--- src/rtl/addsub_seq_pkg.sv ---
// ============================================================================
// addsub_seq_pkg
// Shared definitions for the chunked multi-cycle adder/subtractor:
//   - state_t      : FSM state encoding (IDLE, RUN, DONE)
//   - nchunk()     : number of CHUNK-bit slices in a WIDTH-bit operand
//   - idx_width()  : width of the chunk index counter, clog2(NCHUNK), min 1
//   - DEF_WIDTH / DEF_CHUNK : default geometry used by the top and the bench
// ============================================================================
package addsub_seq_pkg;

    localparam int DEF_WIDTH = 16;
    localparam int DEF_CHUNK = 4;

    typedef enum logic [1:0] {
        IDLE = 2'd0,
        RUN  = 2'd1,
        DONE = 2'd2
    } state_t;

    function automatic int nchunk(input int width, input int chunk);
        return width / chunk;
    endfunction

    // A single-chunk configuration still needs a 1-bit index so that the
    // counter declaration never collapses to zero width.
    function automatic int idx_width(input int n);
        return (n <= 1) ? 1 : $clog2(n);
    endfunction

endpackage

--- src/rtl/addsub_seq_if.sv ---
// ============================================================================
// addsub_seq_if
// Request/response bundle of addsub_seq.
//   master : drives start, sub, a, b; observes busy, done, result, cout, ovf
//   slave  : the arithmetic unit side (directions mirrored)
// Parameter WIDTH must match the WIDTH of the connected addsub_seq.
// ============================================================================
interface addsub_seq_if #(
    parameter int WIDTH = 16
) ();

    logic             start;
    logic             sub;
    logic [WIDTH-1:0] a;
    logic [WIDTH-1:0] b;
    logic             busy;
    logic             done;
    logic [WIDTH-1:0] result;
    logic             cout;
    logic             ovf;

    modport master (
        output start, sub, a, b,
        input  busy, done, result, cout, ovf
    );

    modport slave (
        input  start, sub, a, b,
        output busy, done, result, cout, ovf
    );

endinterface

--- src/rtl/addsub_chunk.sv ---
// ============================================================================
// addsub_chunk
// Combinational CHUNK-bit ripple of full adders.
//   x, y   : CHUNK-bit addends (y already inverted for subtraction)
//   cin    : carry into bit 0
//   sum    : CHUNK-bit sum
//   cout   : carry out of bit CHUNK-1
//   c_msb  : carry into bit CHUNK-1 (needed for signed overflow)
// ============================================================================
module addsub_chunk #(
    parameter int CHUNK = 4
) (
    input  logic [CHUNK-1:0] x,
    input  logic [CHUNK-1:0] y,
    input  logic             cin,
    output logic [CHUNK-1:0] sum,
    output logic             cout,
    output logic             c_msb
);

    logic [CHUNK:0] c;

    // NOTE: every variable written in an always_comb block gets a value on
    // every path (here before the loop); a missed path infers a latch.
    always_comb begin
        c    = '0;
        sum  = '0;
        c[0] = cin;
        for (int i = 0; i < CHUNK; i++) begin
            sum[i]  = x[i] ^ y[i] ^ c[i];
            c[i+1]  = (x[i] & y[i]) | (x[i] & c[i]) | (y[i] & c[i]);
        end
    end

    assign cout  = c[CHUNK];
    assign c_msb = c[CHUNK-1];

endmodule

--- src/rtl/addsub_seq.sv ---
// ============================================================================
// addsub_seq
// Multi-cycle two's-complement adder/subtractor. Operands are captured on an
// accepted start and summed CHUNK bits per clock, LSB chunk first, through a
// registered carry using one time-multiplexed addsub_chunk.
//   clk    : rising-edge clock
//   rst_n  : asynchronous active-low reset
//   bus    : addsub_seq_if.slave (start, sub, a, b -> busy, done, result,
//            cout, ovf); all outputs are driven straight from flops
// Build option: define ADDSUB_SAT_EN to saturate result on signed overflow
// (cout/ovf still report the raw arithmetic).
// WIDTH must be an integer multiple of CHUNK and at least 2.
// ============================================================================
module addsub_seq
    import addsub_seq_pkg::*;
#(
    parameter int WIDTH = DEF_WIDTH,
    parameter int CHUNK = DEF_CHUNK
) (
    input  logic        clk,
    input  logic        rst_n,
    addsub_seq_if.slave bus
);

    localparam int NCHUNK = nchunk(WIDTH, CHUNK);
    localparam int IDX_W  = idx_width(NCHUNK);

    typedef logic [IDX_W-1:0] idx_t;
    localparam idx_t LAST_IDX = idx_t'(NCHUNK - 1);

`ifdef ADDSUB_SAT_EN
    localparam logic [WIDTH-1:0] MAX_POS = {1'b0, {(WIDTH-1){1'b1}}};
    localparam logic [WIDTH-1:0] MIN_NEG = {1'b1, {(WIDTH-1){1'b0}}};
`endif

    state_t           state_q, state_d;
    idx_t             idx_q;
    logic             carry_q;
    logic [WIDTH-1:0] a_q;
    logic [WIDTH-1:0] b_q;      // holds b already xor'ed with sub
    logic [WIDTH-1:0] result_q;
    logic             busy_q, done_q, cout_q, ovf_q;

    logic             accept, last;
    logic [CHUNK-1:0] a_chunk, b_chunk, sum;
    logic             c_out, c_msb;

    // ------------------------------------------------------------------
    // Next-state logic. DONE behaves exactly like IDLE so that a start in
    // the done cycle is accepted back-to-back.
    // ------------------------------------------------------------------
    always_comb begin
        state_d = state_q;
        accept  = 1'b0;
        last    = 1'b0;
        case (state_q)
            IDLE, DONE: begin
                if (bus.start) begin
                    accept  = 1'b1;
                    state_d = RUN;
                end else begin
                    state_d = IDLE;
                end
            end
            RUN: begin
                if (idx_q == LAST_IDX) begin
                    last    = 1'b1;
                    state_d = DONE;
                end
            end
            default: state_d = IDLE;
        endcase
    end

    // ------------------------------------------------------------------
    // Shared chunk adder, steered by the chunk index.
    // ------------------------------------------------------------------
    assign a_chunk = a_q[idx_q*CHUNK +: CHUNK];
    assign b_chunk = b_q[idx_q*CHUNK +: CHUNK];

    addsub_chunk #(
        .CHUNK (CHUNK)
    ) u_chunk (
        .x     (a_chunk),
        .y     (b_chunk),
        .cin   (carry_q),
        .sum   (sum),
        .cout  (c_out),
        .c_msb (c_msb)
    );

    // ------------------------------------------------------------------
    // State and datapath registers. Operand registers are reset along with
    // everything else so that the block comes out of reset fully defined.
    // ------------------------------------------------------------------
    // NOTE: sequential state uses non-blocking (<=) assignments so every flop
    // samples pre-edge values; blocking here would create order-dependent
    // simulation races.
    always_ff @(posedge clk or negedge rst_n) begin
        if (!rst_n) begin
            state_q  <= IDLE;
            idx_q    <= '0;
            carry_q  <= 1'b0;
            a_q      <= '0;
            b_q      <= '0;
            result_q <= '0;
            busy_q   <= 1'b0;
            done_q   <= 1'b0;
            cout_q   <= 1'b0;
            ovf_q    <= 1'b0;
        end else begin
            state_q <= state_d;
            busy_q  <= (state_d == RUN);
            done_q  <= (state_d == DONE);

            if (accept) begin
                a_q     <= bus.a;
                b_q     <= bus.b ^ {WIDTH{bus.sub}};
                carry_q <= bus.sub;         // +1 of a + ~b + 1
                idx_q   <= '0;
            end else if (state_q == RUN) begin
                result_q[idx_q*CHUNK +: CHUNK] <= sum;
                carry_q <= c_out;
                idx_q   <= idx_q + 1'b1;
                if (last) begin
                    cout_q <= c_out;
                    ovf_q  <= c_msb ^ c_out;
`ifdef ADDSUB_SAT_EN
                    // Later assignment overrides the chunk write above.
                    if (c_msb ^ c_out) begin
                        result_q <= a_q[WIDTH-1] ? MIN_NEG : MAX_POS;
                    end
`endif
                end
            end
        end
    end

    assign bus.busy   = busy_q;
    assign bus.done   = done_q;
    assign bus.result = result_q;
    assign bus.cout   = cout_q;
    assign bus.ovf    = ovf_q;

endmodule

--- src/flat_wrapper.sv ---
// flat-port wrapper written by rule: the top's interface ports become plain ports
module addsub_seq_flat import addsub_seq_pkg::*;
#(
    parameter int WIDTH = DEF_WIDTH,
    parameter int CHUNK = DEF_CHUNK
)
  (clk, rst_n, bus_start, bus_sub, bus_a, bus_b, bus_busy, bus_done, bus_result, bus_cout, bus_ovf);
  addsub_seq_if #(.WIDTH(WIDTH)) bus_i ();
  input  logic clk;
  input  logic rst_n;
  input wire logic [$bits(bus_i.start)-1:0] bus_start;
  input wire logic [$bits(bus_i.sub)-1:0] bus_sub;
  input wire logic [$bits(bus_i.a)-1:0] bus_a;
  input wire logic [$bits(bus_i.b)-1:0] bus_b;
  output wire logic [$bits(bus_i.busy)-1:0] bus_busy;
  output wire logic [$bits(bus_i.done)-1:0] bus_done;
  output wire logic [$bits(bus_i.result)-1:0] bus_result;
  output wire logic [$bits(bus_i.cout)-1:0] bus_cout;
  output wire logic [$bits(bus_i.ovf)-1:0] bus_ovf;
  assign bus_i.start = bus_start;
  assign bus_i.sub = bus_sub;
  assign bus_i.a = bus_a;
  assign bus_i.b = bus_b;
  assign bus_busy = bus_i.busy;
  assign bus_done = bus_i.done;
  assign bus_result = bus_i.result;
  assign bus_cout = bus_i.cout;
  assign bus_ovf = bus_i.ovf;
  addsub_seq #(.WIDTH(WIDTH), .CHUNK(CHUNK)) u_core (.clk(clk), .rst_n(rst_n), .bus(bus_i));
endmodule
--- config.mk ---
export PLATFORM = sky130hd
export DESIGN_NAME = addsub_seq_flat
export DESIGN_NICKNAME = d
export VERILOG_FILES = /design/src/rtl/addsub_seq_pkg.sv /design/src/rtl/addsub_seq_if.sv /design/src/rtl/addsub_chunk.sv /design/src/rtl/addsub_seq.sv /design/src/flat_wrapper.sv
export SDC_FILE = /design/constraint.sdc
export NUM_CORES = 1
export LEC_CHECK = 0
export ABC_AREA = 1
export BUFFER_PORTS_ARGS = -buffer_cell sky130_fd_sc_hd__buf_2
export CORE_AREA = 2 2 91 93
export DETAILED_ROUTE_END_ITERATION = 10
export DIE_AREA = 0 0 93 95
export SLEW_MARGIN = 20
export SYNTH_ARGS = -nofsm -noshare
export SYNTH_HDL_FRONTEND = slang
export SYNTH_SLANG_ARGS = --single-unit
export TNS_END_PERCENT = 30
--- constraint.sdc ---
create_clock -name clk -period 3.5 [get_ports clk]
set_clock_uncertainty 0.15 [all_clocks]
set_input_delay 0.7 -clock clk [delete_from_list [all_inputs] [get_ports clk]]
set_output_delay 0.7 -clock clk [all_outputs]
set_load 0.005 [all_outputs]
==> key figures <==
Routing
  • Wire length per cell: 11.5 µm
  • Final wirelength: 6.06 mm
  • First-pass DRT Iterations: 4
  • Via Count: 2,339
  • Residual DRC: 0
  • Vias per std cell: 4.46
  • DR iter-0 viols: 150
  • Antenna-violating nets left: 0

Floorplan
  • Row count: 33
  • Core area: 0.00793 mm²
  • Die Area: 0.00884 mm²
  • Die width: 93 µm
  • Io pins: 56
  • Initial core utilization: 36.8%
  • Chip height: 95 µm

Yosys
  • Synth top area cells: dfrtp_1 49%, nand2_1 21%, xor2_1 4.8%, nand3_1 4.1%, o21ai_0 3.1%
  • Largest area contributor in the netlist: dfrtp_1
  • Post-Synth XOR/XNOR Area: 4.80%
  • Top-area cell type share of the netlist area: 48.9%
  • Post-synth EDFFs: 0
  • Mapped cell area: 0.00292 mm²
  • Synthesized flop and latch total: 57
  • Post-synth top cells: 166 x nand2_1, 57 x dfrtp_1, 24 x nand3_1, 21 x inv_1, 21 x nor2_1
  • Largest family of logic cells by synthesized area: simple AND/OR/NAND/NOR gates
  • Sequential area share after synthesis: 48.9%
  • YS warnings: 0
  • FFs w/ async S/R, synth: 100%
  • Compound-Gate Fraction of Synth Area: 4.12%
  • Mean Syn Cell Area: 8.15 µm²
  • Post-synthesis mux area share: 0%
  • Synth cell types: 19
  • Dominant synthesized flop cell: dfrtp_1
  • Synth Area in Adders: 5.32%
  • Net Count, Synth: 404
  • Post-Synth Simple-Gate Area: 30.0%
  • Post-Synthesis Cells: 358
  • Most common cell in the netlist: nand2_1

Global routing
  • M2 GR Usage: 24.4%
  • Vias in the first global route: 2,259
  • Initial antenna violation count: 0
  • M1 GR Usage: 20.4%
  • Total GRT Usage: 15.6%
  • GR peak layer: met2
  • Met3 GRT Util: 4.79%
  • First-pass GRT wire length: 10.6 mm
  • Aggregate global routing overflow: 0
  • Maximum number of pins on one net before global-route repair: 37

Worst setup path
  • Critical Path RT: 3580 ps
  • R2R setup slack: 420 ps
  • Crit path DAT: 3150 ps
  • Setup crit start kind: flip-flop
  • Reg2reg start: u_core.idx_q[1]
  • Max FO, Critical Path: 8
  • FF-to-FF End: u_core.bus.result[15]
  • CP Capture Type: flip-flop
  • Crit Path Category: reg2reg
  • Worst r2r path cells: 14

Placement
  • GP Congestion: 0.831
  • Placed cell area: 0.00326 mm²
  • I/O Buffers: 55
  • Dpl ws: 453 ps
  • Detail Placement HPWL: 4.48 mm
  • Number of instances in the placed design: 509

Timing
  • Max-Slew Margin vs Limit: 57.2%
  • Final Cycle Share: 87.9%
  • Highest clock rate: 325 MHz
  • Final setup TNS: 0 ps
  • Worst-margin pin slew: 642 ps
  • Hold WS: 234 ps
  • Minimum clock period: 3080 ps
  • Hold Vio Cnt, Final: 0
  • Endpoints failing setup: 0
  • Final slew viol count: 0
  • Final setup margin: 423 ps
  • RSZ-0062 raised after global routing: no

Clock network
  • Later-pin clock latency in the skew report: 340 ps
  • Clk pin slew, worst setup/hold paths: 60 ps
  • # hold bufs at CTS: 0
  • H-tree Lvls: 3
  • Number of CTS-inserted buffers: 9
  • Post-CTS setup buffers: 0
  • TritonCTS clock tree: built
  • CTS Buffer Depth: 2
  • Clock sinks: 57
  • CTS root buf: clkbuf_8
  • Cts repair resizes: 0

Flow run
  • Max cap viols: 0

Hold path
  • Hold WC Path Type: in2async

Power
  • Worst vdd ir: 363 µV
  • Leakage: 1.93 nW
  • Total power draw: 3.32 mW
  • Pwr dens: 962 mW/mm²

Final layout
  • Antenna diode count: 0
  • Layout fillers: 832
  • Post-layout nets: 461
  • Share of cells above drive strength 1: 19.3%
  • Area grow syn2layout: 18.2%
  • Final Util: 43.5%
  • Fin cells: 525
  • Cell area after layout: 0.00345 mm²

Run status
  • Status: finished, final reports clean
[worst max path at each step]
stage / startpoint / to / slack (ps) / cells past startpoint
floorplan: u_core.idx_q[1] / u_core.bus.result[15] / 590 / 14
global placement: u_core.idx_q[1] / u_core.bus.result[15] / 510 / 14
detailed placement: u_core.idx_q[1] / u_core.bus.result[15] / 450 / 14
CTS: u_core.idx_q[1] / u_core.bus.result[15] / 440 / 14
global route: u_core.idx_q[1] / u_core.bus.result[3] / 180 / 14
finish: u_core.idx_q[1] / u_core.bus.result[15] / 420 / 14
[cells by family (layout without fill, tap and decap cells)]
family                     after synthesis  in the layout
adders and majority gates               10             10
buffers and inverters                   38            100
AOI/OAI and AO/OA                       22             22
and+or+nand+nor                        215            215
DFF                                     57             57
xor gates and xnor gates                16             16
[cell usage in the layout, fill, tap and decap left out, types with 2 or more instances in the layout]
cell type  synthesis  final
xor2_1            16     16
inv_1             21     21
clkinv_2           0      2
buf_4              4      5
clkbuf_8           0     13
nand2_1          166    166
buf_2              6     55
o211ai_1           4      4
nor2_1            21     21
inv_4              2      2
dfrtp_1           57     57
o21ai_0           18     18
ha_1               6      6
nand3_1           24     24
fa_1               4      4
[cell type report]
cell class / instances / area, µm² / area share (%)
inverter: 24 / 95.1 / 2.76
clock inverter: 2 / 10.0 / 0.290
multi-input combinational: 263 / 1290 / 37.4
clock buffer: 14 / 183 / 5.30
timing repair buffer: 60 / 313 / 9.07
tap: 105 / 131 / 3.81
sequential: 57 / 1430 / 41.4
[layer usage]
metal	up-vias	share of wire (%)
li1	1217	-
met1	1059	48
met2	57	46
met3	6	4.5
met4	0	0.86
met5	-	0
[worst max-delay path: stages, from the launching register on]
cell     delay, ps
dfrtp_1        510
inv_1          190
nor2_1         120
o21ai_0         80
nand2_1        110
fa_1           170
inv_1           50
fa_1           380
fa_1           400
inv_1          100
fa_1           450
nand3_1        120
inv_1           50
nand2_1         50
nand2_1         40
[sequential cells by signal, indices dropped and copies added (netlist names)]
name and count:
u_core.bus.ovf 1, u_core.state_q 2, u_core.bus.cout 1, u_core.b_q 16
u_core.a_q 16, u_core.bus.result 16, u_core.carry_q 1, u_core.idx_q 2
u_core.bus.done 1, u_core.bus.busy 1
[report_power, final]
group / internal, mW / switching (mW)
combinational: 0.602 / 1.01
clock: 0.332 / 0.246
sequential: 0.943 / 0.183
(Power assumes the default switching activity.)
